===== src/rtl/dpwm_gate_driver_if.sv =====
`default_nettype none
// ============================================================================
//  Module   : dpwm_gate_driver_if
//  Brief    : Duty-command / gate-drive bundle between compensator and DPWM.
//  Revision : 1.0  initial release
// ============================================================================
interface dpwm_gate_driver_if #(
  parameter int DUTY_W = 9
);
  logic              enable;
  logic [DUTY_W-1:0] duty_in;
  logic              hs_gate;
  logic              ls_gate;
  logic              period_start;
  logic              sample_trig;
  logic [DUTY_W-1:0] duty_active;

  modport master (
    output enable,
    output duty_in,
    input  hs_gate,
    input  ls_gate,
    input  period_start,
    input  sample_trig,
    input  duty_active
  );

  modport slave (
    input  enable,
    input  duty_in,
    output hs_gate,
    output ls_gate,
    output period_start,
    output sample_trig,
    output duty_active
  );
endinterface
`default_nettype wire


===== src/rtl/dpwm_gate_driver.sv =====
`default_nettype none
// ============================================================================
//  Module   : dpwm_gate_driver
//  Brief    : Counter DPWM with double-buffered duty, complementary gate FSM,
//             period strobe and ADC trigger. Define DPWM_DEADTIME_EN for
//             dead-time insertion between gate transitions.
//  Revision : 1.0  initial release
// ============================================================================
module dpwm_gate_driver #(
  parameter int DUTY_W    = 9,
  parameter int DUTY_MAX  = 486,
  parameter int SAMPLE_PT = 256,
  parameter int DEADTIME  = 2
) (
  input  wire logic        clk,
  input  wire logic        reset,
  dpwm_gate_driver_if.slave bus
);

  localparam logic [DUTY_W-1:0] c_cnt_max   = '1;
  localparam logic [DUTY_W-1:0] c_duty_max  = DUTY_W'(DUTY_MAX);
  localparam logic [DUTY_W-1:0] c_sample_pt = DUTY_W'(SAMPLE_PT);

  localparam logic [2:0] c_st_off   = 3'd0;
  localparam logic [2:0] c_st_hs_on = 3'd1;
  localparam logic [2:0] c_st_dt_hl = 3'd2;
  localparam logic [2:0] c_st_ls_on = 3'd3;
  localparam logic [2:0] c_st_dt_lh = 3'd4;

  if (DEADTIME < 1 || DEADTIME > 7) begin : g_deadtime_range
    $error("dpwm_gate_driver: DEADTIME must lie in 1..7");
  end
  if (DUTY_MAX >= (2 ** DUTY_W)) begin : g_duty_max_range
    $error("dpwm_gate_driver: DUTY_MAX must be below 2**DUTY_W");
  end

  logic [DUTY_W-1:0] r_cnt;
  logic [DUTY_W-1:0] r_duty_q;
  logic              r_period_start;
  logic              r_sample_trig;
  logic [2:0]        r_state;
  logic              r_hs;
  logic              r_ls;

  logic              w_wrap;
  logic [DUTY_W-1:0] w_duty_clamped;
  logic              w_pwm_raw;
  logic [2:0]        w_state_next;
  logic              w_hs_next;
  logic              w_ls_next;

`ifdef DPWM_DEADTIME_EN
  localparam logic [2:0] c_dt_load = 3'(DEADTIME - 1);
  logic [2:0] r_dt_cnt;
  logic       w_dt_load;
`endif

  assign w_wrap         = bus.enable && (r_cnt == c_cnt_max);
  assign w_duty_clamped = (bus.duty_in > c_duty_max) ? c_duty_max : bus.duty_in;
  assign w_pwm_raw      = bus.enable && (r_cnt < r_duty_q);

  // Counter parks at max while disabled so the first enabled clk wraps and
  // latches a fresh duty for a complete first period.
  always_ff @(posedge clk or posedge reset) begin
    if (reset) begin
      r_cnt          <= c_cnt_max;
      r_duty_q       <= '0;
      r_period_start <= 1'b0;
      r_sample_trig  <= 1'b0;
    end else begin
      if (bus.enable) begin
        r_cnt <= r_cnt + DUTY_W'(1);
      end else begin
        r_cnt <= c_cnt_max;
      end
      if (w_wrap) begin
        r_duty_q <= w_duty_clamped;
      end
      r_period_start <= bus.enable && (r_cnt == '0);
      r_sample_trig  <= bus.enable && (r_cnt == c_sample_pt);
    end
  end

  // Gate FSM: state register
  always_ff @(posedge clk or posedge reset) begin
    if (reset) begin
      r_state <= c_st_off;
      r_hs    <= 1'b0;
      r_ls    <= 1'b0;
    end else begin
      r_state <= w_state_next;
      r_hs    <= w_hs_next;
      r_ls    <= w_ls_next;
    end
  end

`ifdef DPWM_DEADTIME_EN
  always_ff @(posedge clk or posedge reset) begin
    if (reset) begin
      r_dt_cnt <= 3'd0;
    end else if (w_dt_load) begin
      r_dt_cnt <= c_dt_load;
    end else if (r_dt_cnt != 3'd0) begin
      r_dt_cnt <= r_dt_cnt - 3'd1;
    end
  end
`endif

  // Gate FSM: next-state logic
  always_comb begin
    w_state_next = r_state;
`ifdef DPWM_DEADTIME_EN
    w_dt_load    = 1'b0;
`endif
    if (!bus.enable) begin
      w_state_next = c_st_off;
    end else begin
      case (r_state)
        c_st_off: begin
          w_state_next = w_pwm_raw ? c_st_hs_on : c_st_ls_on;
        end
        c_st_hs_on: begin
          if (!w_pwm_raw) begin
`ifdef DPWM_DEADTIME_EN
            w_state_next = c_st_dt_hl;
            w_dt_load    = 1'b1;
`else
            w_state_next = c_st_ls_on;
`endif
          end
        end
        c_st_ls_on: begin
          if (w_pwm_raw) begin
`ifdef DPWM_DEADTIME_EN
            w_state_next = c_st_dt_lh;
            w_dt_load    = 1'b1;
`else
            w_state_next = c_st_hs_on;
`endif
          end
        end
`ifdef DPWM_DEADTIME_EN
        // A pwm_raw reversal inside the dead band swallows the short pulse.
        c_st_dt_hl: begin
          if (w_pwm_raw) begin
            w_state_next = c_st_hs_on;
          end else if (r_dt_cnt == 3'd0) begin
            w_state_next = c_st_ls_on;
          end
        end
        c_st_dt_lh: begin
          if (!w_pwm_raw) begin
            w_state_next = c_st_ls_on;
          end else if (r_dt_cnt == 3'd0) begin
            w_state_next = c_st_hs_on;
          end
        end
`else
        c_st_dt_hl, c_st_dt_lh: begin
          w_state_next = c_st_off;
        end
`endif
        default: begin
          w_state_next = c_st_off;
        end
      endcase
    end
  end

  // Gate FSM: outputs decoded from the next state, then registered
  always_comb begin
    w_hs_next = 1'b0;
    w_ls_next = 1'b0;
    case (w_state_next)
      c_st_hs_on: w_hs_next = 1'b1;
      c_st_ls_on: w_ls_next = 1'b1;
      default: begin
        w_hs_next = 1'b0;
        w_ls_next = 1'b0;
      end
    endcase
  end

  assign bus.hs_gate      = r_hs;
  assign bus.ls_gate      = r_ls;
  assign bus.period_start = r_period_start;
  assign bus.sample_trig  = r_sample_trig;
  assign bus.duty_active  = r_duty_q;

endmodule
`default_nettype wire


===== src/flat_wrapper.sv =====
// flat-port wrapper written by rule: the top's interface ports become plain ports
module dpwm_gate_driver_flat 
#(
  parameter int DUTY_W    = 9,
  parameter int DUTY_MAX  = 486,
  parameter int SAMPLE_PT = 256,
  parameter int DEADTIME  = 2
)
  (clk, reset, bus_enable, bus_duty_in, bus_hs_gate, bus_ls_gate, bus_period_start, bus_sample_trig, bus_duty_active);
  dpwm_gate_driver_if #(.DUTY_W(DUTY_W)) bus_i ();
  input  wire logic clk;
  input  wire logic reset;
  input wire logic [$bits(bus_i.enable)-1:0] bus_enable;
  input wire logic [$bits(bus_i.duty_in)-1:0] bus_duty_in;
  output wire logic [$bits(bus_i.hs_gate)-1:0] bus_hs_gate;
  output wire logic [$bits(bus_i.ls_gate)-1:0] bus_ls_gate;
  output wire logic [$bits(bus_i.period_start)-1:0] bus_period_start;
  output wire logic [$bits(bus_i.sample_trig)-1:0] bus_sample_trig;
  output wire logic [$bits(bus_i.duty_active)-1:0] bus_duty_active;
  assign bus_i.enable = bus_enable;
  assign bus_i.duty_in = bus_duty_in;
  assign bus_hs_gate = bus_i.hs_gate;
  assign bus_ls_gate = bus_i.ls_gate;
  assign bus_period_start = bus_i.period_start;
  assign bus_sample_trig = bus_i.sample_trig;
  assign bus_duty_active = bus_i.duty_active;
  dpwm_gate_driver #(.DUTY_W(DUTY_W), .DUTY_MAX(DUTY_MAX), .SAMPLE_PT(SAMPLE_PT), .DEADTIME(DEADTIME)) u_core (.clk(clk), .reset(reset), .bus(bus_i));
endmodule

===== config.mk =====
export PLATFORM = sky130hd
export DESIGN_NAME = dpwm_gate_driver_flat
export DESIGN_NICKNAME = d
export VERILOG_FILES = /design/src/rtl/dpwm_gate_driver_if.sv /design/src/rtl/dpwm_gate_driver.sv /design/src/flat_wrapper.sv
export SDC_FILE = /design/constraint.sdc
export NUM_CORES = 1
export LEC_CHECK = 0
export ABC_AREA = 1
export CAP_MARGIN = 40
export CORE_ASPECT_RATIO = 1.5
export CORE_MARGIN = 3
export CORE_UTILIZATION = 25
export CTS_BUF_LIST = sky130_fd_sc_hd__clkbuf_8 sky130_fd_sc_hd__clkbuf_16
export DETAILED_ROUTE_END_ITERATION = 12
export PLACE_DENSITY = 0.43
export SLEW_MARGIN = 20
export SYNTH_ARGS = -nofsm -noshare
export SYNTH_HDL_FRONTEND = slang
export SYNTH_SLANG_ARGS = --single-unit

===== constraint.sdc =====
create_clock -name clk -period 4 [get_ports clk]
set_input_delay 1.2 -clock clk [delete_from_list [all_inputs] [get_ports clk]]
set_output_delay 1.2 -clock clk [all_outputs]
set_load 0.02 [all_outputs]

# Word level (Yosys, flattened, before mapping)
# Index checks and enable logic that the tools add are counted.
# Widths: inputs -> output; s select.
dict set report totals {
  ff_bits 25
  input_bits 12
  output_inout_bits 13
  word_cells 31
}
dict set report classes {
  n_addsub 1
  n_lt_le_gt_ge 2
  eq_ne 6
  muxes 9
  reduce_logical 6
}
# cell n
set op_table {}
lappend op_table {{$eq 9x9->1 const B} 2}
lappend op_table {{$mux 9} 2}
lappend op_table {{$add 9x1->9 const B} 1}
lappend op_table {{$gt 9x9->1 const B} 1}
lappend op_table {{$logic_not 9->1} 1}
lappend op_table {{$lt 9x9->1} 1}
lappend op_table {{$mux 3} 3}
lappend op_table {{$pmux 3 s3} 1}
lappend op_table {{$eq 3x1->1 const B} 2}
lappend op_table {{$eq 3x2->1 const B} 2}
lappend op_table {{$logic_and 1x1->1} 4}
lappend op_table {{$logic_not 3->1} 1}
lappend op_table {{$mux 1} 2}
lappend op_table {{$mux 2} 1}

# Logic depth before layout (Yosys ltp)
dict set report logic_depth {
  ltp_word 7
  mapped_depth 11
}

# Worst setup path before layout
# No wires, ideal clock.
dict set report synth_path {
  path_kind {flip-flop to flip-flop}
  from {register u_core.r_cnt[0]}
  to {register u_core.r_duty_q[0] (netlist: u_core.bus.duty_active[0])}
  setup_time_ns 0.065
  arrival_time_ns 1.673
  slack_ns 2.262
  path_stages_with_launch 12
  path_buffers 1
  path_cell_list {dfstp_2 -> ha_1 -> nand3_2 -> inv_1 -> nand3_2 -> nor3b_2 -> ha_1 -> nand2_2 -> inv_2 -> buf_6 -> nand3_1 -> nand2_1}
}
dict set report synth_between {
  elab_chain_cells 2
}
# item line
set synth_lines {}
lappend synth_lines {{from (decl)} dpwm_gate_driver.sv:37} ;# logic [DUTY_W-1:0] r_cnt;
lappend synth_lines {{from (signal assigned)} dpwm_gate_driver.sv:66} ;# r_cnt <= c_cnt_max;
lappend synth_lines {{from (signal assigned)} dpwm_gate_driver.sv:72} ;# r_cnt <= r_cnt + DUTY_W'(1);
lappend synth_lines {{from (signal assigned)} dpwm_gate_driver.sv:74} ;# r_cnt <= c_cnt_max;
lappend synth_lines {{$eq 9x9->1} dpwm_gate_driver.sv:58} ;# assign w_wrap = bus.enable && (r_cnt == c_cnt_max);
lappend synth_lines {{$logic_and 1x1->1} dpwm_gate_driver.sv:58}
lappend synth_lines {{to (signal assigned)} dpwm_gate_driver.sv:77} ;# r_duty_q <= w_duty_clamped;
lappend synth_lines {{to (decl)} dpwm_gate_driver.sv:38} ;# logic [DUTY_W-1:0] r_duty_q;
# No other way between the ends.
# A chain may end at the register's enable or synchronous reset.

# Worst setup path in the final report
dict set report layout_path {
  from {register u_core.r_duty_q[0] (netlist: u_core.bus.duty_active[0])}
  to {output bus_duty_active[0]}
}
# item line
set layout_lines {}
lappend layout_lines {{to (decl)} flat_wrapper.sv:19} ;# output wire logic [$bits(bus_i.duty_active)-1:0] bus_duty_active;
# No word-level cell between the ends.

==> flow_summary.yaml <==
global_routing:
  use_met1_pct: 11.5
  grt.total_usage_pct: 10.7
  antenna_found_initial: 0
  use_met2_pct: 20.3
  grt_pass1_wl_mm: 4.95
  grt_start_max_net_pins: 15
  grt_busiest_layer: "met2"
  grt-ovfl-total: 0
  grtUsageMet3_pct: 1.08
  grt_pass1_vias: 1064
synth:
  synth_cell_types: 23
  syn_avg_cell_area_sq_um: 8.89
  yosys_warnings: 0
  synthCells: 144
  syn_nets: 167
  ys_seq_area_share_pct: 49.8
  synth_area_sq_um: 1280
  ys_ff_latch: 25
drt:
  viasPerCell: 4.17
  drt_iter0_markers: 17
  drc: 0
  wl_per_cell_microns: 11.5
  finalWirelength_mm: 2.73
  drtPass1Iterations: 4
  via_count: 992
  final_antenna_net_count: 0
timing:
  timing.fmax_mhz: 405
  skew_ps: 1.85
  drv_slew: 0
  fin_crit_sh_pct: 61.7
  finalHoldViolCount: 0
  setup_viol: 0
  rsz0062_at_grt: "no"
  fin_setup_tns_ps: 0
  whs_ps: 472
  finalCriticalPeriod_ps: 2470
power:
  powerDensity_nw_per_um2: 591
  internal-power_uw: 601
  power_frac_seq_pct: 39.9
  p_sw_uw: 376
  p_clk_share_pct: 15.7
  switching_share_pct: 38.5
  ir_drop_mv: 0.202
  totalPowerFinal_uw: 976
  cellLeakagePower_uw: 0.000805
  combPwrFrac_pct: 44.5
floorplan:
  pin_count: 25
  dieHeight_microns: 93.6
  die_x_microns: 64.4
  rows: 31
  core_sq_um: 4890
  die-area_sq_um: 6030
  initial_core_util_pct: 26.2
cts:
  cts_tree: "done"
  clk_latency_ps: 270
  post_cts_buffers: 0
  ctsHoldBuffers: 0
  numCtsBuffers: 3
  clk_pin_slew_ps: 90
  root_buffer: "clkbuf_8"
  cts.sinks: 25
  clockBufferDepth: 2
  cts_repair_resize_count: 0
  htree_levels: 1
placed_design:
  gp_congestion: 0.711
  hpwl_mm: 2.27
  io_buffers: 24
  placed_area_sq_um: 1610
worst_setup_path:
  worstPathCellList: "clkdlybuf4s50_1"
  path_buf_inv: 1
  crit_family: "buffers and inverters"
  cpPeakStageDelay_ps: 620
  path_max_fanout: 3
  crit_slowest_cell: "clkdlybuf4s50_1"
  critPathRequiredTime_ps: 2800
  critPathLaunchType: "flip-flop"
  crit_path_end_kind: "primary output"
  worstSetupPathType: "reg2out"
  cp.arrival_ps: 1270
final_layout:
  fin_area_sq_um: 1650
  multi_input_comb_area_sq_um: 531
  nets: 196
  utilization_pct: 33.8
  drive_above_1_share_pct: 12.8
  final_common_cell: "nand2_1"
  seq_area_sq_um: 637
  antenna_cells: 0
  final_cell_mix: "nand2_1 (30), clkdlybuf4s50_1 (24), inv_1 (23)"
  layout-area-overhead-vs-synth_pct: 29.1
  fillers: 531
flow_run:
  maxCapViolCount: 0
status:
  status: "complete, no violations"
min_path:
  hp-class: "reg2reg"
## stage by stage
stage	setup slack, ps	std cells
finish	1530	238
global route	1480	238
CTS	1520	238
detailed placement	1590	234
global placement	1600	233
floorplan	2260	144
## synth_stat cells, drive strengths merged
cell type  number  area (sq um)
nor4            1          6.26
dfrtp          16           400
or2             2          12.5
nand4           1          6.26
inv            26          97.6
conb            1          3.75
dfstp           9           236
buf             1          11.3
nor2           10          37.5
nor3            2          21.3
nand2          31           119
nand3          10          60.1
o21ai          11          55.1
a22oi           2          15.0
a21oi           7          35.0
ha             11           138
clkinv          1          3.75
nor3b           1          12.5
xnor2           1          8.76
## power by group through the flow
stage               Sequential (uW)  Combinational (uW)  Clock (uW)
detailed placement              395                 440           0
global placement                394                 431           0
global route                    403                 496         167
floorplan                       442                 215           0
CTS                             391                 442         161
finish                          389                 434         153
## path summary, 6_finish.rpt
path	startpoint	end	slack [ps]	depth (start not counted)
setup / recovery	u_core.bus.duty_active[0]$_DFFE_PP0P_	bus_duty_active[0]	1530	1
hold / removal	u_core.r_state[2]$_DFF_PP0_	u_core.r_state[0]$_DFF_PP0_	470	1
setup reg to reg	u_core.r_cnt[1]$_DFF_PP1_	u_core.bus.duty_active[0]$_DFFE_PP0P_	2030	10
hold reg to reg	u_core.r_state[2]$_DFF_PP0_	u_core.r_state[0]$_DFF_PP0_	470	1
max in group asynchronous	reset	u_core.r_cnt[8]$_DFF_PP1_	2230	3
min in group asynchronous	reset	u_core.bus.duty_active[0]$_DFFE_PP0P_	1240	2
## cell families after synthesis
family                     count (synthesis)  share of synthesized area [%]
AOI/OAI and AO/OA                         20                           8.21
xor gates and xnor gates                   1                          0.684
adders and majority gates                 11                           10.8
buffers and inverters                     28                           8.80
DFF                                       25                           49.8
other                                      1                          0.293
and+or+nand+nor                           58                           21.5
## state kept, by name, indices dropped and copies added (netlist names)
name and flops:
u_core.r_state 3, u_core.bus.duty_active 9, u_core.bus.sample_trig 1, u_core.r_cnt 9, u_core.bus.hs_gate 1, u_core.bus.ls_gate 1, u_core.bus.period_start 1
## per-layer routing
metal	routed length [microns]	vias up
li1	-	515
met1	1080	460
met2	1530	12
met3	42	5
met4	74	0
met5	0	-
## final cells by class
type,instances,area share (%)
Timing Repair Buffer,25,15.4
Sequential cell,25,38.5
Multi-Input combinational cell,91,32.1
Clock buffer,3,2.50
Inverter,27,6.13
Clock inverter,1,0.303
Tap cell,66,5.00
(Power assumes the default switching activity.)
